$ cat src/rtl/bnn_xnor_sequencer_pkg.sv
// rtl/bnn_xnor_sequencer_pkg.sv - shared ALU op codes, FSM state codes and bit-match helper
package bnn_xnor_sequencer_pkg;

  localparam int ACC_W_FIXED = 12;

  localparam logic alu_op_add1 = 1'b0;
  localparam logic alu_op_sub1 = 1'b1;

  typedef enum logic [1:0] {
    ST_IDLE = 2'd0,
    ST_RUN  = 2'd1,
    ST_DONE = 2'd2
  } state_t;

  // XNOR of two ±1 bits: 1 when the product is +1
  function automatic logic bit_match(input logic act, input logic wgt);
    return ~(act ^ wgt);
  endfunction

endpackage

$ cat src/rtl/bnn_vec_shreg.sv
// rtl/bnn_vec_shreg.sv - activation/weight shift registers with per-bit match and last-step flag
module bnn_vec_shreg
  import bnn_xnor_sequencer_pkg::*;
#(
  parameter int VEC_LEN = 64,
  parameter int CNT_W   = $clog2(VEC_LEN) + 1
) (
  input  logic               clk,
  input  logic               rst,
  input  logic               load,
  input  logic               shift,
  input  logic [VEC_LEN-1:0] act_vec,
  input  logic [VEC_LEN-1:0] wgt_vec,
  output logic               match,
  output logic               last
);

  logic [VEC_LEN-1:0] act_sr;
  logic [VEC_LEN-1:0] wgt_sr;
  logic [CNT_W-1:0]   cnt;

  always_ff @(posedge clk) begin
    if (rst) begin
      act_sr <= '0;
      wgt_sr <= '0;
      cnt    <= '0;
    end else if (load) begin
      act_sr <= act_vec;
      wgt_sr <= wgt_vec;
      cnt    <= '0;
    end else if (shift) begin
      act_sr <= act_sr >> 1;
      wgt_sr <= wgt_sr >> 1;
      cnt    <= cnt + CNT_W'(1);
    end
  end

  assign match = bit_match(act_sr[0], wgt_sr[0]);
  assign last  = (cnt == CNT_W'(VEC_LEN - 1));

endmodule

$ cat src/rtl/bnn_xnor_sequencer.sv
// rtl/bnn_xnor_sequencer.sv - bit-serial XNOR/popcount driver for the shared ±1 accumulate ALU
// Optional sign-activation output port out_act enabled by BNN_SIGN_ACT_EN.
module bnn_xnor_sequencer
  import bnn_xnor_sequencer_pkg::*;
#(
  parameter int VEC_LEN = 64,
  parameter int ACC_W   = 12
) (
  input  logic               clk,
  input  logic               rst,
  input  logic               in_valid,
  output logic               in_ready,
  input  logic [VEC_LEN-1:0] act_vec,
  input  logic [VEC_LEN-1:0] wgt_vec,
  input  logic [ACC_W-1:0]   bias,
  output logic               alu_op,
  output logic               alu_in_a_lsb,
  output logic [ACC_W-1:0]   alu_in_b,
  input  logic [ACC_W-1:0]   alu_out,
  output logic               out_valid,
  input  logic               out_ready,
  output logic [ACC_W-1:0]   out_acc,
`ifdef BNN_SIGN_ACT_EN
  output logic               out_act,
`endif
  output logic               busy
);

  if (VEC_LEN < 1 || VEC_LEN > 1024) begin : g_bad_vec_len
    $error("bnn_xnor_sequencer: VEC_LEN must be in 1..1024");
  end
  if (ACC_W != ACC_W_FIXED) begin : g_bad_acc_w
    $error("bnn_xnor_sequencer: ACC_W must match the ALU width of 12");
  end

  state_t           state;
  state_t           state_nxt;
  logic [ACC_W-1:0] acc;
  logic             load;
  logic             match;
  logic             last;

  bnn_vec_shreg #(
    .VEC_LEN (VEC_LEN)
  ) u_shreg (
    .clk     (clk),
    .rst     (rst),
    .load    (load),
    .shift   (state == ST_RUN),
    .act_vec (act_vec),
    .wgt_vec (wgt_vec),
    .match   (match),
    .last    (last)
  );

  always_ff @(posedge clk) begin
    if (rst) begin
      state <= ST_IDLE;
      acc   <= '0;
    end else begin
      state <= state_nxt;
      if (load) begin
        acc <= bias;
      end else if (state == ST_RUN) begin
        acc <= alu_out;
      end
    end
  end

  always_comb begin
    state_nxt    = state;
    load         = 1'b0;
    in_ready     = 1'b0;
    out_valid    = 1'b0;
    busy         = 1'b1;
    alu_op       = alu_op_add1;
    alu_in_a_lsb = 1'b0;
    case (state)
      ST_IDLE: begin
        in_ready = 1'b1;
        busy     = 1'b0;
        if (in_valid) begin
          load      = 1'b1;
          state_nxt = ST_RUN;
        end
      end
      ST_RUN: begin
        alu_op       = match ? alu_op_add1 : alu_op_sub1;
        alu_in_a_lsb = 1'b1;
        if (last) begin
          state_nxt = ST_DONE;
        end
      end
      ST_DONE: begin
        out_valid = 1'b1;
        if (out_ready) begin
          state_nxt = ST_IDLE;
        end
      end
      default: begin
        state_nxt = ST_IDLE;
      end
    endcase
  end

  // With idle ALU controls the ALU simply echoes acc, so acc can drive b in every state
  assign alu_in_b = acc;
  assign out_acc  = acc;

`ifdef BNN_SIGN_ACT_EN
  assign out_act = ~acc[ACC_W-1];
`endif

endmodule

$ cat config.mk
export PLATFORM = sky130hd
export DESIGN_NAME = bnn_xnor_sequencer
export DESIGN_NICKNAME = d
export VERILOG_FILES = /design/src/rtl/bnn_xnor_sequencer_pkg.sv /design/src/rtl/bnn_vec_shreg.sv /design/src/rtl/bnn_xnor_sequencer.sv
export SDC_FILE = /design/constraint.sdc
export NUM_CORES = 1
export LEC_CHECK = 0
export ABC_AREA = 1
export BUFFER_PORTS_ARGS = -buffer_cell sky130_fd_sc_hd__buf_2
export CAP_MARGIN = 25
export CELL_PAD_IN_SITES_DETAIL_PLACEMENT = 0
export CELL_PAD_IN_SITES_GLOBAL_PLACEMENT = 1
export CORE_UTILIZATION = 41
export CTS_BUF_LIST = sky130_fd_sc_hd__clkbuf_4
export CTS_CLUSTER_SIZE = 20
export DETAILED_ROUTE_END_ITERATION = 6
export PLACE_DENSITY_LB_ADDON = 0.05
export SLEW_MARGIN = 15
export SYNTH_ARGS = -nofsm -noshare
export SYNTH_HDL_FRONTEND = slang
export SYNTH_SLANG_ARGS = --single-unit
$ cat constraint.sdc
create_clock -name clk -period 1.82 [get_ports clk]
set_input_delay 0.273 -clock clk [delete_from_list [all_inputs] [get_ports clk]]
set_output_delay 0.273 -clock clk [all_outputs]
set_load 0.02 [all_outputs]
==> impl_metrics.tcl, run 1 <==
set metrics [dict create \
    status "finished clean" \
    crit_arrival_ps 1440 \
    worst_pin_slew_ps 514.4 \
    rsz0062_at_grt "no" \
    synthesis.nets 1012 \
    dieWidth_um 126.2 \
    placed_cell_area_um2 7232 \
    first_global_vias 6445 \
    gp_congestion 0.7443 \
    synth_seq_cells 149 \
    synth_commonest_cells "nand2_1, dfxtp_1, nand3_1, a31oi_1, buf_2" \
    path_class "reg -> out" \
    dpl.hpwl_mm 10.03 \
    core_um2 15150 \
    cts_buffer_depth 2 \
    grt_antenna_before_repair 1 \
    drtAntennaViolNets 0 \
    postSynth.asyncResetShare 0 \
    cts_buffers 17 \
    end_kind "output port" \
    slew_headroom 0.6571 \
    ys_warn_count 0 \
    finish.instance_area_um2 8951 \
    drive_gt1_frac 0.2115 \
    wire_per_inst_um 13.76 \
    grt_pass1_wl_mm 30.30 \
    die-area_um2 15940 \
    ioPinCount 185 \
    vias 6874 \
    synth_top_cell_by_area "dfxtp_1" \
    min_to "u_shreg.wgt_sr[19]" \
    min_path_cells 3 \
    num_rows 45 \
    initial_core_util 0.4178 \
    grt_usage 0.2322 \
    drt_iter0_markers 430 \
    r2r_cells 5 \
    grt_max_degree 103 \
    area.growth.synth_to_final_pct 41.44 \
    clkSlewWorstSetupHoldPaths_ps 120 \
    synth.top_cells.by_area "dfxtp_1, nand2_1, a31oi_1, nand3_1, buf_4" \
    finalSetupViolCount 0 \
    timing.final.crit_share 0.9434 \
    cap_violations 0 \
    reg2reg_from "state[1]" \
    yosys_most_used_dff "dfxtp_1" \
    htree_levels 4 \
    synth_area_um2 6329 \
    power_density_nw_per_um2 781.1 \
    crit_path_start_kind "flip-flop" \
    portBuffers 184 \
    ir_drop_uv 497.6 \
    crit_fanout 15 \
    final_max_slew_viol_count 0 \
    postSynthAreaPerCell_um2 7.402 \
    yosysSeqAreaShare 0.4713 \
    ys_types 18 \
    viasPerCell 5.212 \
    setup-tns-final_ps 0 \
    skew_ps 14.10 \
    insertion_delay_ps 520 \
    r2r_slack_ps 310 \
    synth_top_area_frac 0.4713 \
    p_total_uw 6992 \
    reg2reg_to "u_shreg.wgt_sr[11]" \
    synth_most_common_cell "nand2_1" \
    firstDrtPassIters 7 \
    holdCritStartpoint "wgt_vec[19]" \
    hold_viol 0 \
    die_h_um 126.2 \
    num-nets-final 1274 \
    netlist_instances 855 \
    overflow 0 \
    fmax_mhz 582.4 \
    finalWorstPathRequiredPeriod_ps 1717 \
    synth_edf_count 0 \
    drc 0 \
    cts_tree "built" \
    wirelength_mm 18.15 \
    leakage_uw 0.003519 \
    clock-root-buffer "clkbuf_4" \
    hold_path.class "in -> reg" \
    cts.sinks 149 \
    crit_required_ps 1550 \
]
[registers in the layout, summed over array words and instances, names as in the netlist]
signal	flops
state	2
alu_in_b	12
u_shreg.act_sr	64
u_shreg.wgt_sr	64
u_shreg.cnt	7
[stage by stage]
step | instances | hold slack (ps) | utilization | setup slack (ps)
after floorplan | 855 | 415.7 | - | 433.4
after global placement | 1149 | 447.2 | 0.4775 | 352.3
after detailed placement | 1149 | 459.4 | 0.4775 | 281.6
after CTS | 1314 | 0.3054 | 0.5884 | 5.190
after global routing | 1319 | 0.1399 | 0.5910 | 1.961
final | 1319 | 51.75 | 0.5910 | 103.1
[cell usage in the layout, fill, tap and decap left out, types with 2 or more instances in the layout]
cell	count
nand2_1	296
buf_2	181
dfxtp_1	147
nand3_1	143
a31oi_1	138
dlygate4sd3_1	129
clkbuf_4	19
buf_4	13
inv_1	11
nor2_1	10
a21oi_1	8
buf_12	8
clkinv_1	4
bufinv_16	4
clkinv_2	4
nor2_4	2
bufbuf_16	2
[critical path: stages (launching register included)]
cell	delay [ps]
dfxtp_4	380
inv_1	70
nor2_4	150
buf_12	160
buf_2	170
[worst max-delay path by stage]
stage | to | startpoint | cells past startpoint | slack [ps]
2_1_floorplan | busy | state[0] | 3 | 430
3_3_place_gp | u_shreg.act_sr[35] | state[0] | 5 | 350
3_5_place_dp | u_shreg.act_sr[19] | state[0] | 5 | 280
4_1_cts | busy | state[0] | 4 | 5
5_1_grt | alu_op | state[0] | 5 | 2
6_report | alu_in_a_lsb | state[0] | 4 | 100
[report_power, final]
part / internal (µW) / switching [µW] / total (µW)
logic: 591 / 619 / 1210
registers: 3460 / 104 / 3560
clock network: 1090 / 1130 / 2220
[metal layers]
| metal | share of wire | global-route usage |
|---|---|---|
| met1 | 0.47 | 0.3088 |
| met2 | 0.46 | 0.3705 |
| met3 | 0.052 | 0.04460 |
| met4 | 0.023 | 0.09284 |
| met5 | 0 | 0 |
[kinds of logic (layout without fill, tap and decap cells)]
group | Yosys count | in the layout | synth area share
compound gates | 148 | 148 | 0.1449
xor+xnor | 2 | 2 | 0.002768
fa+ha+maj | 1 | 1 | 0.001977
buf+inv | 102 | 377 | 0.08106
flops | 149 | 149 | 0.4713
other cells | 0 | 1 | 0
simple gates | 453 | 453 | 0.2979
[layout make-up]
cell class / instances / area (µm²)
antenna: 1 / 2.502
clock buffer: 19 / 142.6
clock inverter: 13 / 162.7
fill: 1429 / 6195
inverter: 12 / 45.04
multi-input combinational: 604 / 2855
sequential: 149 / 2988
tap: 188 / 235.2
timing repair buffer: 333 / 2520
[repair_timing]
item	in CTS	in global routing
endpoints found under the hold margin	118	2
buffers inserted	4	2
gates resized for setup	5	1
endpoints found under the setup margin	5	4
hold buffers	127	2
pin swaps	2	2
cloned	2	0
(Power assumes the default switching activity.)
==> run 2, diff against run 1 <==
CELL_PAD_IN_SITES_DETAIL_PLACEMENT = unset   (was 0)
CELL_PAD_IN_SITES_GLOBAL_PLACEMENT = unset   (was 1)
CORE_UTILIZATION = 45   (was 41)
==> impl_metrics.tcl, run 2 (same netlist as run 1, synthesis figures left out) <==
set metrics [dict create \
    num_rows 42 \
    cap_violations 0 \
    viasPerCell 5.232 \
    cts_buffers 17 \
    grt_usage 0.2544 \
    pwr-share-comb 0.189 \
    ioPinCount 185 \
    grt_pass1_wl_mm 29.84 \
    clock-root-buffer "clkbuf_4" \
    portBuffers 184 \
    dpl.hpwl_mm 9.662 \
    initial_core_util 0.4704 \
    finalWorstPathRequiredPeriod_ps 1725 \
    placed_cell_area_um2 7232 \
    area.growth.synth_to_final_pct 42.47 \
    firstDrtPassIters 5 \
    pwr-share-seq 0.541 \
    setup-tns-final_ps 0 \
    hold_viol 0 \
    core_um2 13450 \
    wirelength_mm 18.60 \
    overflow 0 \
    first_global_vias 6335 \
    crit_required_ps 1550 \
    dieWidth_um 120.6 \
    final_max_slew_viol_count 0 \
    clkSlewWorstSetupHoldPaths_ps 110 \
    crit_arrival_ps 1450 \
    clockPowerShare 0.271 \
    place_inst 1139 \
    grt_antenna_before_repair 1 \
    drt_iter0_markers 550 \
    crit_fanout 13 \
    path_class "reg -> out" \
    fillers 1159 \
    end_kind "output port" \
    status "finished clean" \
    vias 6906 \
    drive_gt1_frac 0.2082 \
    htree_levels 4 \
    grt_max_degree 90 \
    num-nets-final 1290 \
    insertion_delay_ps 550 \
    cts_buffer_depth 2 \
    finish.instance_area_um2 9016 \
    slew_headroom 0.7420 \
    cts_tree "built" \
    mostFrequentLayoutCells "nand2_1, buf_2, dfxtp_1, dlygate4sd3_1, nand3_1" \
    skew_ps 17.07 \
    die-area_um2 14540 \
    worst_pin_slew_ps 387.0 \
    layout_commonest_cell "nand2_1" \
    drc 0 \
    whs_ps 22.09 \
    power_density_nw_per_um2 730.2 \
    leakage_uw 0.003546 \
    hold_path.class "in -> reg" \
    p_total_uw 6584 \
    gp_congestion 0.7422 \
    drtAntennaViolNets 0 \
    die_h_um 120.6 \
    wire_per_inst_um 14.09 \
    internal-power_uw 4761 \
    crit_path_start_kind "flip-flop" \
    fmax_mhz 579.6 \
    ir_drop_uv 424.8 \
    finalSetupViolCount 0 \
    p_sw_uw 1823 \
    cts.sinks 149 \
    timing.final.crit_share 0.9480 \
    switching_share 0.2769 \
    final_cells 1320 \
]
## run 2: changes by cell type in the layout (fill, tap and decap cells not counted), sizes merged
| cell | change |
|---|---|
| dlygate4sd3 | +16 |
| bufinv | -3 |
| clkbuf | +3 |
| bufbuf | -1 |
| clkinv | -1 |
| clkinvlp | -1 |
## run 2: through the flow
step / utilization / worst slack, ps
6_report: 0.6702 / 94.69
4_1_cts: 0.6672 / 1.806
3_3_place_gp: 0.5376 / 292.5
3_5_place_dp: 0.5376 / 276.2
5_1_grt: 0.6702 / -0.7369
2_1_floorplan: - / 433.4
## run 2: worst max-delay path: stages, from the launching register on
cell	delay, ps
dfxtp_4	380
inv_1	60
nor2_4	130
buf_12	160
buf_2	170
## run 2: timing repair
item | 4_1_cts | 5_1_grt
setup endpoints to repair | 5 | 2
cloned | 1 | 1
endpoints found under the hold margin | 133 | 0
buffers inserted | 3 | 1
gates resized for setup | 7 | 2
pin swaps | 3 | 2
hold buffers | 145 | 0
## run 2: worst paths after layout
kind / start / to / slack (ps) / depth (start not counted)
max: state[0] / alu_in_a_lsb / 90 / 4
min: wgt_vec[3] / u_shreg.wgt_sr[3] / 20 / 3
max reg2reg: state[0] / u_shreg.cnt[2] / 230 / 8
min reg2reg: u_shreg.wgt_sr[63] / u_shreg.wgt_sr[63] / 470 / 2
## run 2: layout make-up
| class | count | area [µm²] | share of cell area |
|---|---|---|---|
| antenna | 1 | 2.502 | 0.0002775 |
| clock buffer | 21 | 157.7 | 0.01749 |
| clock inverter | 8 | 62.56 | 0.006939 |
| inverter | 12 | 45.04 | 0.004996 |
| multi-input combinational | 604 | 2860 | 0.3172 |
| sequential | 149 | 2988 | 0.3314 |
| tap | 176 | 220.2 | 0.02442 |
| timing repair buffer | 349 | 2680 | 0.2973 |
## run 2: per-layer routing
layer	part of all wire	vias to the layer above	routed length, µm	track usage
li1	-	3476	-	-
met1	0.45	3173	8408	0.3354
met2	0.48	230	8869	0.4059
met3	0.052	27	968	0.04858
met4	0.019	0	355	0.1096
met5	0	-	0	0
## run 2: power groups by stage
stage | Clock (µW) | Combinational, µW | Sequential (µW)
after floorplan | 0 | 607 | 3630
after global placement | 0 | 934 | 3630
after detailed placement | 0 | 944 | 3630
after CTS | 1820 | 1210 | 3560
after global routing | 1970 | 1360 | 3580
final | 1780 | 1240 | 3560
